===== config.mk =====
export PLATFORM = sky130hd
export DESIGN_NAME = mem_stage
export DESIGN_NICKNAME = d
export VERILOG_FILES = /design/src/rtl/mem_pkg.sv /design/src/rtl/mem_stage_load_store_align.sv /design/src/rtl/mem_stage.sv
export SDC_FILE = /design/constraint.sdc
export NUM_CORES = 1
export LEC_CHECK = 0
export ABC_AREA = 1
export BUFFER_PORTS_ARGS = -buffer_cell sky130_fd_sc_hd__buf_2
export CORE_MARGIN = 2
export CORE_UTILIZATION = 35
export DETAILED_ROUTE_END_ITERATION = 10
export PLACE_DENSITY_LB_ADDON = 0.25
export SYNTH_ARGS = -nofsm -noshare
export SYNTH_HDL_FRONTEND = slang
export SYNTH_SLANG_ARGS = --single-unit

===== constraint.sdc =====
create_clock -name clk -period 4.2 [get_ports clk]
set_input_delay 0.42 -clock clk [delete_from_list [all_inputs] [get_ports clk]]
set_output_delay 0.42 -clock clk [all_outputs]
set_load 0.01 [all_outputs]

===== src/rtl/mem_pkg.sv =====
// Shared definitions for the RV32I memory stage: funct3 codes, FSM encoding, pipeline register layouts.
package mem_pkg;
    localparam int DW = 32;

    localparam logic [2:0] LB  = 3'b000;
    localparam logic [2:0] LH  = 3'b001;
    localparam logic [2:0] LW  = 3'b010;
    localparam logic [2:0] LBU = 3'b100;
    localparam logic [2:0] LHU = 3'b101;
    localparam logic [2:0] SB  = 3'b000;
    localparam logic [2:0] SH  = 3'b001;
    localparam logic [2:0] SW  = 3'b010;
    localparam logic [2:0] BEQ = 3'b000;
    localparam logic [2:0] BNE = 3'b001;

    typedef enum logic {
        IDLE = 1'b0,
        WAIT = 1'b1
    } mem_state_e;

    typedef struct packed {
        logic [DW-1:0] alu;
        logic [DW-1:0] sdata;
        logic [DW-1:0] pcb;
        logic          zero;
        logic [2:0]    f3;
        logic [4:0]    rd;
        logic          regwrite;
        logic          memtoreg;
        logic          memread;
        logic          memwrite;
        logic          branch;
    } exmem_t;

    typedef struct packed {
        logic [DW-1:0] data;
        logic [4:0]    rd;
        logic          regwrite;
    } memwb_t;
endpackage


===== src/rtl/mem_stage_load_store_align.sv =====
// Combinational byte-lane logic: store byte enables and lane replication, misalignment, load extraction.
// Zero latency; no flow control of its own.
module load_store_align
    import mem_pkg::*;
(
    input  logic [1:0]    addr_lo_i,
    input  logic [2:0]    funct3_i,
    input  logic          is_store_i,
    input  logic [DW-1:0] sdata_i,
    input  logic [DW-1:0] rdata_i,
    output logic [3:0]    be_o,
    output logic [DW-1:0] wdata_o,
    output logic          misalign_o,
    output logic [DW-1:0] load_o
);
    logic [7:0]  lane_b;
    logic [15:0] lane_h;

    always_comb begin
        be_o       = 4'hF;
        wdata_o    = sdata_i;
        misalign_o = 1'b0;
        load_o     = rdata_i;
        lane_b     = rdata_i[7:0];
        lane_h     = addr_lo_i[1] ? rdata_i[31:16] : rdata_i[15:0];

        // funct3[1:0] encodes access size for both loads and stores
        case (funct3_i[1:0])
            2'b01:   misalign_o = addr_lo_i[0];
            2'b10:   misalign_o = |addr_lo_i;
            default: misalign_o = 1'b0;
        endcase

        if (is_store_i) begin
            case (funct3_i)
                SB: begin
                    be_o    = 4'b0001 << addr_lo_i;
                    wdata_o = {4{sdata_i[7:0]}};
                end
                SH: begin
                    be_o    = addr_lo_i[1] ? 4'b1100 : 4'b0011;
                    wdata_o = {2{sdata_i[15:0]}};
                end
                default: be_o = 4'hF;
            endcase
        end

        case (addr_lo_i)
            2'd0:    lane_b = rdata_i[7:0];
            2'd1:    lane_b = rdata_i[15:8];
            2'd2:    lane_b = rdata_i[23:16];
            default: lane_b = rdata_i[31:24];
        endcase

        case (funct3_i)
            LB:      load_o = {{24{lane_b[7]}}, lane_b};
            LH:      load_o = {{16{lane_h[15]}}, lane_h};
            LBU:     load_o = {24'd0, lane_b};
            LHU:     load_o = {16'd0, lane_h};
            default: load_o = rdata_i;
        endcase
    end
endmodule


===== src/rtl/mem_stage.sv =====
// RV32I memory stage: EX/MEM and MEM/WB registers, DMEM req/ack with watchdog, branch resolve.
// One cycle per instruction on zero-wait ACK; STALL_MEM holds upstream while a request waits.
module mem_stage
    import mem_pkg::*;
#(
    parameter int MAX_WAIT = 16,
    parameter int XLEN     = 32
) (
    input  logic            clk,
    input  logic            reset,
    input  logic            FLUSH_MEM,
    input  logic [XLEN-1:0] ALU_OUT_EX,
    input  logic [XLEN-1:0] REG_DATA2_EX_FINAL,
    input  logic [XLEN-1:0] PC_Branch_EX,
    input  logic            ZERO_EX,
    input  logic [2:0]      FUNCT3_EX,
    input  logic [4:0]      RD_EX,
    input  logic            RegWrite_EX,
    input  logic            MemtoReg_EX,
    input  logic            MemRead_EX,
    input  logic            MemWrite_EX,
    input  logic            Branch_EX,
    input  logic            DMEM_ACK,
    input  logic [XLEN-1:0] DMEM_RDATA,
    output logic            DMEM_REQ,
    output logic            DMEM_WE,
    output logic [XLEN-1:0] DMEM_ADDR,
    output logic [XLEN-1:0] DMEM_WDATA,
    output logic [3:0]      DMEM_BE,
    output logic            STALL_MEM,
    output logic            PCSrc_MEM,
    output logic [XLEN-1:0] PC_Branch_MEM,
    output logic [XLEN-1:0] ALU_OUT_MEM,
    output logic [XLEN-1:0] ALU_DATA_WB,
    output logic [4:0]      RD_WB,
    output logic            RegWrite_WB,
    output logic            MISALIGN_MEM,
    output logic            BUS_ERR_MEM
);
    localparam int CW = (MAX_WAIT > 2) ? $clog2(MAX_WAIT) : 1;
    localparam logic [CW-1:0] CNT_LAST = CW'(MAX_WAIT - 1);

    exmem_t     exm_q, exm_d;
    memwb_t     wb_q, wb_d;
    mem_state_e state_q, state_d;
    logic [CW-1:0] cnt_q, cnt_d;
    logic       done_q, done_d;

    logic          misalign;
    logic          mem_op;
    logic          req;
    logic          abort;
    logic [3:0]    be;
    logic [DW-1:0] wdata;
    logic [DW-1:0] load_ext;

    load_store_align u_align (
        .addr_lo_i  (exm_q.alu[1:0]),
        .funct3_i   (exm_q.f3),
        .is_store_i (exm_q.memwrite),
        .sdata_i    (exm_q.sdata),
        .rdata_i    (DMEM_RDATA),
        .be_o       (be),
        .wdata_o    (wdata),
        .misalign_o (misalign),
        .load_o     (load_ext)
    );

    assign mem_op = (exm_q.memread | exm_q.memwrite) & ~misalign;
    assign req    = mem_op & ~done_q;

    always_comb begin
        exm_d = exm_q;
        if (!STALL_MEM) begin
            exm_d.alu      = ALU_OUT_EX;
            exm_d.sdata    = REG_DATA2_EX_FINAL;
            exm_d.pcb      = PC_Branch_EX;
            exm_d.zero     = ZERO_EX;
            exm_d.f3       = FUNCT3_EX;
            exm_d.rd       = RD_EX;
            exm_d.regwrite = RegWrite_EX & ~FLUSH_MEM;
            exm_d.memtoreg = MemtoReg_EX & ~FLUSH_MEM;
            exm_d.memread  = MemRead_EX  & ~FLUSH_MEM;
            exm_d.memwrite = MemWrite_EX & ~FLUSH_MEM;
            exm_d.branch   = Branch_EX   & ~FLUSH_MEM;
        end
    end

    // ACK takes precedence over watchdog expiry in the same cycle
    always_comb begin
        state_d = state_q;
        cnt_d   = cnt_q;
        abort   = 1'b0;
        case (state_q)
            IDLE: begin
                if (req && !DMEM_ACK) begin
                    state_d = WAIT;
                    cnt_d   = '0;
                end
            end
            WAIT: begin
                if (!req || DMEM_ACK) begin
                    state_d = IDLE;
                end else if (cnt_q == CNT_LAST) begin
                    abort   = 1'b1;
                    state_d = IDLE;
                end else begin
                    cnt_d = cnt_q + 1'b1;
                end
            end
            default: state_d = IDLE;
        endcase
    end

    always_comb begin
        done_d = done_q;
        if ((req && DMEM_ACK) || abort) done_d = 1'b1;
        if (!STALL_MEM)                 done_d = 1'b0;
    end

    always_comb begin
        wb_d = '0;
        if (!STALL_MEM) begin
            wb_d.data     = exm_q.memtoreg ? load_ext : exm_q.alu;
            wb_d.rd       = exm_q.rd;
            wb_d.regwrite = exm_q.regwrite & ~misalign & ~abort;
        end
    end

    always_ff @(posedge clk or posedge reset) begin
        if (reset) begin
            exm_q   <= '0;
            wb_q    <= '0;
            state_q <= IDLE;
            cnt_q   <= '0;
            done_q  <= 1'b0;
        end else begin
            exm_q   <= exm_d;
            wb_q    <= wb_d;
            state_q <= state_d;
            cnt_q   <= cnt_d;
            done_q  <= done_d;
        end
    end

    assign STALL_MEM     = req & ~DMEM_ACK & ~abort;
    assign DMEM_REQ      = req;
    assign DMEM_WE       = exm_q.memwrite & req;
    assign DMEM_ADDR     = {exm_q.alu[DW-1:2], 2'b00};
    assign DMEM_WDATA    = wdata;
    assign DMEM_BE       = be;
    assign MISALIGN_MEM  = (exm_q.memread | exm_q.memwrite) & misalign;
    assign BUS_ERR_MEM   = abort;
    assign PCSrc_MEM     = exm_q.branch & (((exm_q.f3 == BEQ) & exm_q.zero) |
                                           ((exm_q.f3 == BNE) & ~exm_q.zero));
    assign PC_Branch_MEM = exm_q.pcb;
    assign ALU_OUT_MEM   = exm_q.alu;
    assign ALU_DATA_WB   = wb_q.data;
    assign RD_WB         = wb_q.rd;
    assign RegWrite_WB   = wb_q.regwrite;
endmodule


Word-level counts from Yosys, hierarchy flattened
Cells that the tools add are included.
Word-level totals
  register bits: 154
  bits of input ports: 146
  output and inout port bits: 176
  logic and storage cells: 90
Cells by class
  add/sub/neg operators: 1
  eq/ne operators: 12
  shift-type cells: 1
  muxes and demuxes: 24
  bitwise logic cells: 25
  reductions and logical operators: 10
Operators with widths (number)
  $pmux 32 s4: 1
  $mux 32: 2
  $pmux 32 s2: 1
  $mux 38: 1
  $pmux 8 s3: 1
  $mux 4: 5
  $and 1x1->1: 16
  $mux 16: 1
  $pmux 4 s2: 2
  $mux 1: 8
  $not 1->1: 7
  $eq 3x3->1 const B: 2
  $ne 2x2->1 const B: 3
  $add 4x1->4 const B: 1
  $eq 2x1->1 const B: 2
  $eq 2x2->1 const B: 2
  $eq 4x4->1 const B: 1
  $pmux 1 s2: 2
  $shl 1x2->4 const A: 1
  $eq 3x1->1 const B: 1
  $logic_not 3->1: 1
  $reduce_and 3->1: 1
  $logic_and 1x1->1: 2
  $logic_not 1->1: 2
  other kinds (5): 7

Logic depth before layout (Yosys ltp)
  depth after elaboration: 12
  mapped depth: 12

Cells and area by module
Synthesis repeated with hierarchy kept, for this count alone.
Second synthesis, totals
  cells, all modules: 1030
  area total of the unflattened synthesis: 8031.5 um2
Modules (own cells, without submodules)
  mem_stage: instances 1, cells each 773, area each 6723.9 um2
  load_store_align: instances 1, cells each 257, area each 1307.5 um2

Worst setup path after synthesis
No wires, ideal clock.
  path type: register -> output
  start point: register exm_q[11] in the netlist's numbering
  end point: output port DMEM_WDATA[16]
  arrival time: 1561 ps
  setup slack: 2219 ps
  cell stages (with the launch flop): 10
  buffers on the path: 1
  cell sequence: dfrtp_1 > inv_1 > ha_1 > inv_2 > nand2_1 > inv_1 > nor3_2 > inv_1 > clkbuf_1 > o21ai_1
Between the ends
  cells in the longest elaborated chain, start to end: 3
Ends and longest elaborated chain
  from (decl): RTL line mem_stage.sv:43  | exmem_t exm_q, exm_d;
  from (signal assigned): RTL line mem_stage.sv:138  | exm_q <= exm_d;
  $eq 3x1->1 / $logic_not 3->1 (equally long branches): RTL line mem_stage_load_store_align.sv:35  | case (funct3_i)
  $pmux 32 s2 *: RTL line mem_stage_load_store_align.sv:35
  $mux 32 *: RTL line mem_stage_load_store_align.sv:34  | if (is_store_i) begin
  to (decl): RTL line mem_stage.sv:28  | output logic [XLEN-1:0] DMEM_WDATA,
Mark *: on every way between the ends. The rest lies on a longest branch, timed or not.

Worst setup path in the final report
  start point: register exm_q[11] in the netlist's numbering
  end point: output port DMEM_WDATA[22]
The elaborated chain is that of the path after synthesis.

==> flow_summary.yaml <==
run_status:
  outcome: "finished clean"
synth:
  synth_top_cell_by_area: "dfrtp_1"
  synth_top_family_by_area: "simple AND/OR/NAND/NOR gates"
  synth_xor_area_share_pct: 0.219
  ys_types: 28
  synth_top_area_share_pct: 48.2
  async_reset_ff_share_pct: 100
  synth_seq_cells: 154
  synth-compound-area-share_pct: 7.35
  synth_area_um2: 8000
  muxShareOfSynthArea_pct: 0
  yosysSeqAreaShare_pct: 48.2
  yosys_warnings: 0
  synthAdderAreaFrac_pct: 0.625
  synth_edf_count: 0
  synth_ff_type: "dfrtp_1"
  synth_cells: 1016
  syn_avg_cell_area_um2: 7.88
  synth_area_leaders: "dfrtp_1 (48%), nand2_1 (22%), buf_4 (10%), a21oi_1 (3.3%), inv_1 (2.7%)"
  yosys.area_share.simple_pct: 26.5
setup_path:
  reg2regPathDepth: 10
  rr_startpoint: "exm_q[11]"
  cp.arrival_ns: 3.41
  cp-end-kind: "output pin"
  crit_type: "flop to output pin"
  cp.required_ns: 3.78
  crit_fanout: 24
  crit_start: "exm_q[11]"
  cp-start-kind: "flop"
finish:
  nNetsFinal: 1360
  register_area_um2: 3850
  multiInputGateArea_um2: 2800
  drive_above_1_share_pct: 31.7
  final_cell_mix: "nand2_1 (460), buf_2 (319), dfrtp_1 (154), inv_1 (56), a21oi_1 (52)"
  final_cell_area_um2: 9540
  syn_to_final_growth_pct: 19.2
  fillers: 2357
  final_common_cell: "nand2_1"
floorplanning:
  core-area_um2: 22600
  die_area_um2: 24100
  die_w_um: 155
  row_count: 55
  die_h_um: 155
  io_pins: 322
  initial_utilization_pct: 35.4
clock_network:
  cts.sinks: 154
  cts_made_buffers: 17
  clk_root_buffer_cell: "clkbuf_16"
  cts_tree: "done"
  clkTransAtPathRegs_ns: 0.07
  hold_buffers: 0
  clock_path_buffers: 2
  clkLatencyLatePin_ns: 0.42
  cts-htree-levels: 4
grt:
  antenna_found_initial: 5
  overflow: 0
  grt_start_max_net_pins: 110
  grt_pass1_wl_um: 35800
  grtUsageTotal_pct: 19.0
  grt_pass1_vias: 6523
timing:
  finalSetupViolations: 0
  period_share_pct: 91.2
  max_clock_freq_ghz: 0.261
  slew_headroom_pct: 33.8
  finClkSkew_ns: 0.0102
  worst_pin_slew_ns: 0.993
  finalSetupTns_ns: 0
  finalMaxSlewViolations: 0
  layout_min_cycle_time_ns: 3.83
  hold_viol: 0
  rsz0062_at_grt: "false"
pwr:
  p_sw_mw: 1.25
  p_seq_share_pct: 43.0
  p_per_area_nw_per_um2: 422
  power.leakage_nw: 5.36
  netSwitchingFraction_pct: 31.0
  combPwrFrac_pct: 19.3
  power.internal_mw: 2.78
  p_clk_share_pct: 37.8
  vdd_drop_max_mv: 0.248
route:
  drt_iter0_markers: 478
  drc: 0
  viasPerCell: 4.54
  postRouteAntennaNets: 0
  wl_per_cell_um: 15.2
  routed_wl_um: 23000
  dr_total_vias: 6868
  dr.pass1.iters: 4
place:
  port_buffers: 319
  detailed_place_hpwl_um: 16700
  place_area_um2: 8950
  place_congestion: 0.931
flow_run:
  maxCapViolCount: 0
min_path:
  min-delay-start: "PC_Branch_EX[8]"
  whs_path_depth: 3
  hp-class: "input port to flop"
-- registers in the layout (all words and copies together) (netlist names) --
name,count
exm_q,46
ALU_DATA_WB,32
ALU_OUT_MEM,32
PC_Branch_MEM,32
RD_WB,5
cnt_q,4
RegWrite_WB,1
done_q,1
state_q,1
-- stage by stage --
stage	utilization, %	total power, mW	std cells	hold WS, ns	worst slack, ns
2_1_floorplan	-	2.31	1018	0.443	1.84
3_3_place_gp	39.6	2.53	1476	0.458	0.657
3_5_place_dp	39.6	2.54	1476	0.461	0.545
4_1_cts	42.2	4.08	1508	0.167	0.0405
5_1_grt	42.2	4.26	1509	0.169	0.0298
6_report	42.3	4.02	1513	0.190	0.370
-- cell usage after synthesis, types with 3 or more instances --
| cell type | n |
|---|---|
| buf_4 | 110 |
| o21ai_1 | 8 |
| ha_1 | 4 |
| o22ai_1 | 9 |
| clkbuf_1 | 15 |
| buf_6 | 17 |
| nand3_1 | 27 |
| inv_2 | 5 |
| nor2_1 | 19 |
| a21oi_1 | 52 |
| dfrtp_1 | 154 |
| o21ai_0 | 29 |
| buf_2 | 11 |
| or2_2 | 15 |
| nand2_1 | 460 |
| inv_1 | 57 |
| o211ai_1 | 10 |
| nand3_2 | 3 |
-- critical path: stages (launching register included) --
cell and delay [ns]:
dfrtp_1 0.40, inv_1 0.09, ha_1 0.41, inv_2 0.12
nand2_1 0.08, buf_4 0.22, inv_1 0.33, nor3_4 0.50
inv_1 0.44, nand2_1 0.17, o21ai_1 0.07, buf_2 0.16
-- logic make-up after synthesis --
family / Yosys count
AO/OA/AOI/OAI: 109
XOR/XNOR: 2
adder cells (fa/ha/maj): 4
buffers and inverters: 216
flip-flops: 154
other: 1
AND/OR/NAND/NOR: 530
-- cell type report --
class	count	area share [%]
Tap cell	285	3.74
Timing Repair Buffer	326	17.8
Multi-Input combinational cell	648	29.4
Clock buffer	18	4.60
Sequential cell	154	40.4
Antenna cell	5	0.131
Clock inverter	14	1.43
Inverter	63	2.52
-- path summary, 6_finish.rpt --
| check | end | slack, ns |
|---|---|---|
| max | DMEM_WDATA[22] | 0.37 |
| min | PC_Branch_MEM[8] | 0.19 |
| max reg2reg | ALU_DATA_WB[29] | 1.61 |
| min reg2reg | PC_Branch_MEM[8] | 0.48 |
| max in group asynchronous | cnt_q[0] | 3.11 |
| min in group asynchronous | exm_q[75] | 0.22 |
-- timing repair --
item                       CTS  global route
resized for setup            0             1
buffers inserted             0             0
setup endpoints to repair    0            16
-- per-layer routing --
metal | routed length (um) | track usage [%] | share of wire (%)
met4 | 573 | 6.82 | 2.5
met1 | 10200 | 24.9 | 44
met3 | 1550 | 4.99 | 6.7
met2 | 10700 | 30.5 | 47
met5 | 23 | 0 | 0.10
-- power by group through the flow --
stage	combinational (mW)	clock (mW)	sequential [mW]
5_1_grt	0.871	1.64	1.75
3_3_place_gp	0.775	0	1.75
2_1_floorplan	0.561	0	1.75
3_5_place_dp	0.786	0	1.75
6_report	0.775	1.52	1.73
4_1_cts	0.787	1.57	1.73
No activity file was read; power rests on OpenSTA's default activity.
